==> config.mk <==
export PLATFORM = sky130hd
export DESIGN_NAME = rv_load_store_unit
export DESIGN_NICKNAME = d
export VERILOG_FILES = /design/src/rtl/rv_pkg.sv /design/src/rtl/rv_load_extend.sv /design/src/rtl/rv_load_store_unit.sv
export SDC_FILE = /design/constraint.sdc
export NUM_CORES = 1
export LEC_CHECK = 0
export ABC_AREA = 0
export BUFFER_PORTS_ARGS = -buffer_cell sky130_fd_sc_hd__buf_2
export CAP_MARGIN = 15
export CELL_PAD_IN_SITES_DETAIL_PLACEMENT = 0
export CELL_PAD_IN_SITES_GLOBAL_PLACEMENT = 1
export CORE_AREA = 3 3 137 139
export DETAILED_ROUTE_END_ITERATION = 8
export DIE_AREA = 0 0 140 142
export PLACE_DENSITY_LB_ADDON = 0.2
export RECOVER_POWER = 100
export SETUP_SLACK_MARGIN = 0.15
export SLEW_MARGIN = 20
export SYNTH_ARGS = -nofsm -noshare
export SYNTH_HDL_FRONTEND = slang
export SYNTH_HIERARCHICAL = 1
export SYNTH_SLANG_ARGS = --single-unit
export TNS_END_PERCENT = 100
==> constraint.sdc <==
create_clock -name clock -period 5.1 [get_ports clock]
set_input_delay 0.51 -clock clock [delete_from_list [all_inputs] [get_ports clock]]
set_output_delay 0.51 -clock clock [all_outputs]
set_load 0.05 [all_outputs]
==> src/rtl/rv_pkg.sv <==
// Shared RV32 load/store encodings: funct3 codes, memory port widths and LSU state encoding.
// Pure definitions, no logic; also used by CPU32 decode.
package rv_pkg;

  localparam logic [2:0] F3_LOAD_LB  = 3'd0;
  localparam logic [2:0] F3_LOAD_LH  = 3'd1;
  localparam logic [2:0] F3_LOAD_LW  = 3'd2;
  localparam logic [2:0] F3_LOAD_LBU = 3'd4;
  localparam logic [2:0] F3_LOAD_LHU = 3'd5;

  localparam logic [2:0] F3_STORE_SB = 3'd0;
  localparam logic [2:0] F3_STORE_SH = 3'd1;
  localparam logic [2:0] F3_STORE_SW = 3'd2;

  localparam logic [3:0] MEM_WIDTH_IDLE = 4'd0;
  localparam logic [3:0] MEM_WIDTH_BYTE = 4'd1;
  localparam logic [3:0] MEM_WIDTH_HALF = 4'd2;
  localparam logic [3:0] MEM_WIDTH_WORD = 4'd4;

  typedef enum logic [1:0] {
    LSU_IDLE  = 2'd0,
    LSU_ISSUE = 2'd1,
    LSU_WAIT  = 2'd2,
    LSU_RESP  = 2'd3
  } lsu_state_e;

  function automatic logic f3_legal(input logic store, input logic [2:0] f3);
    if (store)
      return (f3 == F3_STORE_SB) || (f3 == F3_STORE_SH) || (f3 == F3_STORE_SW);
    return (f3 == F3_LOAD_LB) || (f3 == F3_LOAD_LH) || (f3 == F3_LOAD_LW) ||
           (f3 == F3_LOAD_LBU) || (f3 == F3_LOAD_LHU);
  endfunction

  // funct3[1:0] selects the access size for both loads and stores.
  function automatic logic [3:0] f3_width(input logic [2:0] f3);
    case (f3[1:0])
      2'd0:    return MEM_WIDTH_BYTE;
      2'd1:    return MEM_WIDTH_HALF;
      default: return MEM_WIDTH_WORD;
    endcase
  endfunction

endpackage

==> src/rtl/rv_load_extend.sv <==
// Combinational sign/zero extension of right-justified load data selected by funct3.
// Zero latency, no flow control.
module rv_load_extend
  import rv_pkg::*;
(
  input  logic [2:0]  funct3,
  input  logic [31:0] raw,
  output logic [31:0] data
);

  always_comb begin
    data = raw;
    case (funct3)
      F3_LOAD_LB:  data = {{24{raw[7]}}, raw[7:0]};
      F3_LOAD_LH:  data = {{16{raw[15]}}, raw[15:0]};
      F3_LOAD_LBU: data = {24'd0, raw[7:0]};
      F3_LOAD_LHU: data = {16'd0, raw[15:0]};
      default:     data = raw;
    endcase
  end

endmodule

==> src/rtl/rv_load_store_unit.sv <==
// Single-outstanding load/store unit: loads respond 2 cycles after accept, stores write 1 cycle after accept; req_ready low while busy, response held until resp_ready.
// Define LSU_MISALIGN_TRAP_EN to fault on misaligned accesses instead of forcing alignment.
module rv_load_store_unit
  import rv_pkg::*;
#(
  parameter int ADDR_W = 32
) (
  input  logic              clock,
  input  logic              reset,
  input  logic              req_valid,
  output logic              req_ready,
  input  logic              req_store,
  input  logic [2:0]        req_funct3,
  input  logic [ADDR_W-1:0] req_addr,
  input  logic [31:0]       req_wdata,
  input  logic [4:0]        req_rd,
  output logic              resp_valid,
  input  logic              resp_ready,
  output logic [4:0]        resp_rd,
  output logic [31:0]       resp_data,
  output logic              fault,
  output logic [ADDR_W-1:0] fault_addr,
  output logic [ADDR_W-1:0] mem_address,
  output logic [3:0]        mem_width,
  output logic              mem_write,
  output logic [31:0]       mem_wdata,
  input  logic [31:0]       mem_rdata
);

  lsu_state_e        state, state_nxt;
  logic              store_q;
  logic [2:0]        f3_q;
  logic [ADDR_W-1:0] addr_q;
  logic [31:0]       wdata_q;
  logic [4:0]        rd_q;

  logic              accept;
  logic              req_fault;
  logic [ADDR_W-1:0] req_addr_eff;
  logic [31:0]       ext_data;

  assign accept = req_valid && req_ready;

`ifdef LSU_MISALIGN_TRAP_EN
  logic misalign;
  always_comb begin
    misalign = 1'b0;
    case (req_funct3[1:0])
      2'd1:    misalign = req_addr[0];
      2'd2:    misalign = (req_addr[1:0] != 2'b00);
      default: misalign = 1'b0;
    endcase
  end
  assign req_fault    = !f3_legal(req_store, req_funct3) || misalign;
  assign req_addr_eff = req_addr;
`else
  assign req_fault = !f3_legal(req_store, req_funct3);
  // Misaligned halfword/word accesses are silently rounded down.
  always_comb begin
    req_addr_eff = req_addr;
    case (req_funct3[1:0])
      2'd1:    req_addr_eff = {req_addr[ADDR_W-1:1], 1'b0};
      2'd2:    req_addr_eff = {req_addr[ADDR_W-1:2], 2'b00};
      default: req_addr_eff = req_addr;
    endcase
  end
`endif

  rv_load_extend u_extend (
    .funct3 (f3_q),
    .raw    (mem_rdata),
    .data   (ext_data)
  );

  always_ff @(posedge clock or posedge reset) begin
    if (reset) state <= LSU_IDLE;
    else       state <= state_nxt;
  end

  always_comb begin
    state_nxt   = state;
    req_ready   = 1'b0;
    resp_valid  = 1'b0;
    mem_address = '0;
    mem_width   = MEM_WIDTH_IDLE;
    mem_write   = 1'b0;
    mem_wdata   = 32'd0;
    case (state)
      LSU_IDLE: begin
        req_ready = 1'b1;
        if (req_valid && !req_fault) state_nxt = LSU_ISSUE;
      end
      LSU_ISSUE: begin
        mem_address = addr_q;
        mem_width   = f3_width(f3_q);
        mem_write   = store_q;
        case (f3_q[1:0])
          2'd0:    mem_wdata = {24'd0, wdata_q[7:0]};
          2'd1:    mem_wdata = {16'd0, wdata_q[15:0]};
          default: mem_wdata = wdata_q;
        endcase
        state_nxt = store_q ? LSU_IDLE : LSU_WAIT;
      end
      LSU_WAIT: state_nxt = LSU_RESP;
      LSU_RESP: begin
        resp_valid = 1'b1;
        if (resp_ready) state_nxt = LSU_IDLE;
      end
      default: state_nxt = LSU_IDLE;
    endcase
  end

  always_ff @(posedge clock or posedge reset) begin
    if (reset) begin
      store_q    <= 1'b0;
      f3_q       <= 3'd0;
      addr_q     <= '0;
      wdata_q    <= 32'd0;
      rd_q       <= 5'd0;
      resp_rd    <= 5'd0;
      resp_data  <= 32'd0;
      fault      <= 1'b0;
      fault_addr <= '0;
    end else begin
      if (accept) begin
        store_q <= req_store;
        f3_q    <= req_funct3;
        addr_q  <= req_addr_eff;
        wdata_q <= req_wdata;
        rd_q    <= req_rd;
        fault   <= req_fault;
        if (req_fault) fault_addr <= req_addr;
      end
      // Memory data is valid only during WAIT; capture it so RESP can hold it.
      if (state == LSU_WAIT) begin
        resp_data <= ext_data;
        resp_rd   <= rd_q;
      end
    end
  end

endmodule

==> results.json <==
{
  "reg2regPathDepth": 3,
  "synth-warning-count": 6,
  "cp.required_ns": 4.59,
  "worst_pin_slew_ns": 2.74,
  "port_buffers": 248,
  "final_layout_size_suffix_gt1_share_pct": 28.0,
  "critPathKind": "flip-flop to output port",
  "firstDrtPassIters": 4,
  "cts_resized": 0,
  "route.detailed.drc": 0,
  "layout_commonest_cell": "nand2_1",
  "dieArea_um2": 19900,
  "netlist_instances": 628,
  "cts_max_level": 4,
  "ff_latch_area_um2": 3630,
  "diodes": 0,
  "setup_violations": 0,
  "via_per_inst": 4.67,
  "r2r-end": "resp_data[30]$_DFFE_PP0P_",
  "finalMaxSlewViolations": 190,
  "dieWidth_um": 140,
  "endpoint_kind": "output port",
  "violations": "max-capacitance violations, max-slew violations",
  "synthesis.area_um2": 6470,
  "start_kind": "flip-flop",
  "p_leak_nw": 4.28,
  "cp_slowest_cell": "nor2_1",
  "pin_count": 250,
  "area_growth_pct": 26.7,
  "maxCapViolations": 4,
  "core_um2": 17800,
  "post-cts-setup-buffers": 0,
  "hp-class": "input port to flip-flop",
  "synth.distinct_cells": 29,
  "overflow": 0,
  "postSynthAreaPerCell_um2": 10.3,
  "synth_fp_nets": 740,
  "crit_path_end": "mem_wdata[22]",
  "finalNetCount": 962,
  "power.density_nw_per_um2": 801,
  "cts_buffers": 17,
  "antenna_found_initial": 2,
  "clk_latency_ns": 0.42,
  "grt_max_degree": 105,
  "wl_per_cell_um": 15.8,
  "ant_nets": 0,
  "synth-edff-count": 0,
  "hold_buffers": 0,
  "outcome": "complete, but fails checks",
  "drtIter0Drc": 231,
  "fin_crit_ns": 3.72,
  "hold_viol": 0,
  "grt_pass1_wl_um": 28000,
  "gp_congestion": 0.783,
  "worst-path-max-fanout": 35,
  "worst_clock_skew_ns": 0.0134,
  "async_flop_share_pct": 100,
  "multi_input_area_um2": 2420,
  "die_y_um": 142,
  "grt_use_total_pct": 17.5,
  "tritoncts": "done",
  "num_vias": 5099,
  "synthFlopType": "dfrtp_1",
  "postPlaceCellArea_um2": 7760,
  "fmax_ghz": 0.269,
  "rsz0062_at_grt": "false",
  "start_util_pct": 36.4,
  "hpwl_um": 11700,
  "fin_setup_tns_ns": 0,
  "r2r_slack_ns": 2.00,
  "final_cell_mix": "nand2_1, buf_2, dfrtp_1",
  "synth-seq-cells": 145,
  "grt_pass1_vias": 5408,
  "cp_cell_sequence": "inv_1 -> nor2_1 -> buf_16 -> and3_1 -> buf_2",
  "rows": 49,
  "cts_root_buf": "clkbuf_16",
  "crit_path_start": "state[0]$_DFFE_PP0P_",
  "clock_path_buffers": 2,
  "timing.slew.headroom_pct": -82.8,
  "synth_seq_area_share_pct": 56.1,
  "cp_data_arrival_time_ns": 3.21,
  "nFillCells": 1863,
  "stdcell_area_um2": 8200,
  "ir_worst_vdd_mv": 0.350,
  "cpPeakStageDelay_ns": 1.55,
  "cts.reportedPaths.clkPinSlew_ns": 0.06,
  "finalCritPeriodShare_pct": 72.8,
  "wl_um": 17300,
  "clock_sinks": 145
}
==> cell usage after synthesis (3+ instances only) <==
cell / count / area (µm²)
o21ai_0: 29 / 145
inv_1: 5 / 18.8
buf_6: 6 / 67.6
mux2_2: 40 / 450
nor2_1: 4 / 15.0
clkbuf_1: 23 / 86.3
ha_1: 3 / 37.5
dfrtp_1: 145 / 3630
mux2_4: 29 / 435
buf_2: 9 / 45.0
and3_1: 16 / 100
and2_1: 51 / 319
buf_4: 11 / 82.6
nand2_1: 241 / 905
==> area by class of cell <==
cell class              instances  share of cell area, %
repair buffers                253                   14.5
clock inverters                12                   2.49
well taps                     229                   3.49
flip-flops and latches        145                   44.2
inverters                       5                  0.290
multi-input cells             428                   29.5
clock buffers                  20                   5.57
==> per-stage QoR <==
step	hold WS (ns)	total power, mW	cells	util [%]	setup slack [ns]
6_report	0.283	6.57	1092	46.1	1.38
5_1_grt	0.273	6.98	1092	46.1	1.03
3_5_place_dp	0.455	5.42	1058	43.7	2.43
4_1_cts	0.261	6.83	1090	47.4	1.97
2_1_floorplan	0.430	4.63	628	-	0.695
3_3_place_gp	0.449	5.35	1058	43.7	2.52
==> sequential cells by signal, summed over array words and instances, names as in the netlist, named ones only <==
register / count
addr_q: 32
fault_addr: 32
resp_data: 32
wdata_q: 32
rd_q: 5
resp_rd: 5
f3_q: 3
fault: 1
state: 1
store_q: 1
==> metal layers <==
metal  wire length [µm]  global-route usage (%)
met1               7800                    23.0
met3               1350                    6.15
met2               7880                    27.8
met5                 34                       0
met4                225                    4.95
==> how the worst min path moves through the flow <==
stage | startpoint | endpoint | slack (ns) | depth (start not counted)
2_1_floorplan | addr_q[0]$_DFFE_PP0P_ | addr_q[0]$_DFFE_PP0P_ | 0.43 | 2
3_3_place_gp | wdata_q[15]$_DFFE_PP0P_ | wdata_q[15]$_DFFE_PP0P_ | 0.45 | 2
3_5_place_dp | wdata_q[13]$_DFFE_PP0P_ | wdata_q[13]$_DFFE_PP0P_ | 0.46 | 2
4_1_cts | req_wdata[8] | wdata_q[8]$_DFFE_PP0P_ | 0.26 | 3
5_1_grt | req_wdata[8] | wdata_q[8]$_DFFE_PP0P_ | 0.27 | 3
6_report | req_wdata[8] | wdata_q[8]$_DFFE_PP0P_ | 0.28 | 3
==> report_power, final <==
| part | switching (mW) | total [mW] | internal (mW) |
|---|---|---|---|
| combinational | 2.36 | 3.16 | 0.792 |
| sequential | 0.317 | 2.03 | 1.71 |
| clock | 0.488 | 1.39 | 0.898 |
| total | 3.17 | 6.57 | 3.40 |
==> critical path, delay by kind of cell, from the launching register on <==
family | cells | cell delay, ns
DFF | 1 | 0.46
buffers and inverters | 3 | 0.58
and+or+nand+nor | 2 | 1.74
==> cells by family (layout without fill, tap and decap cells) <==
logic type	after synthesis	count (layout)	synth area share (%)
mux	70	70	13.9
other cells	1	1	0.0579
buf+inv	55	290	4.72
flops	145	145	56.1
simple gates	323	323	22.2
compound gates	31	31	2.53
fa+ha+maj	3	3	0.580
No activity file was read; power rests on OpenSTA's default activity.
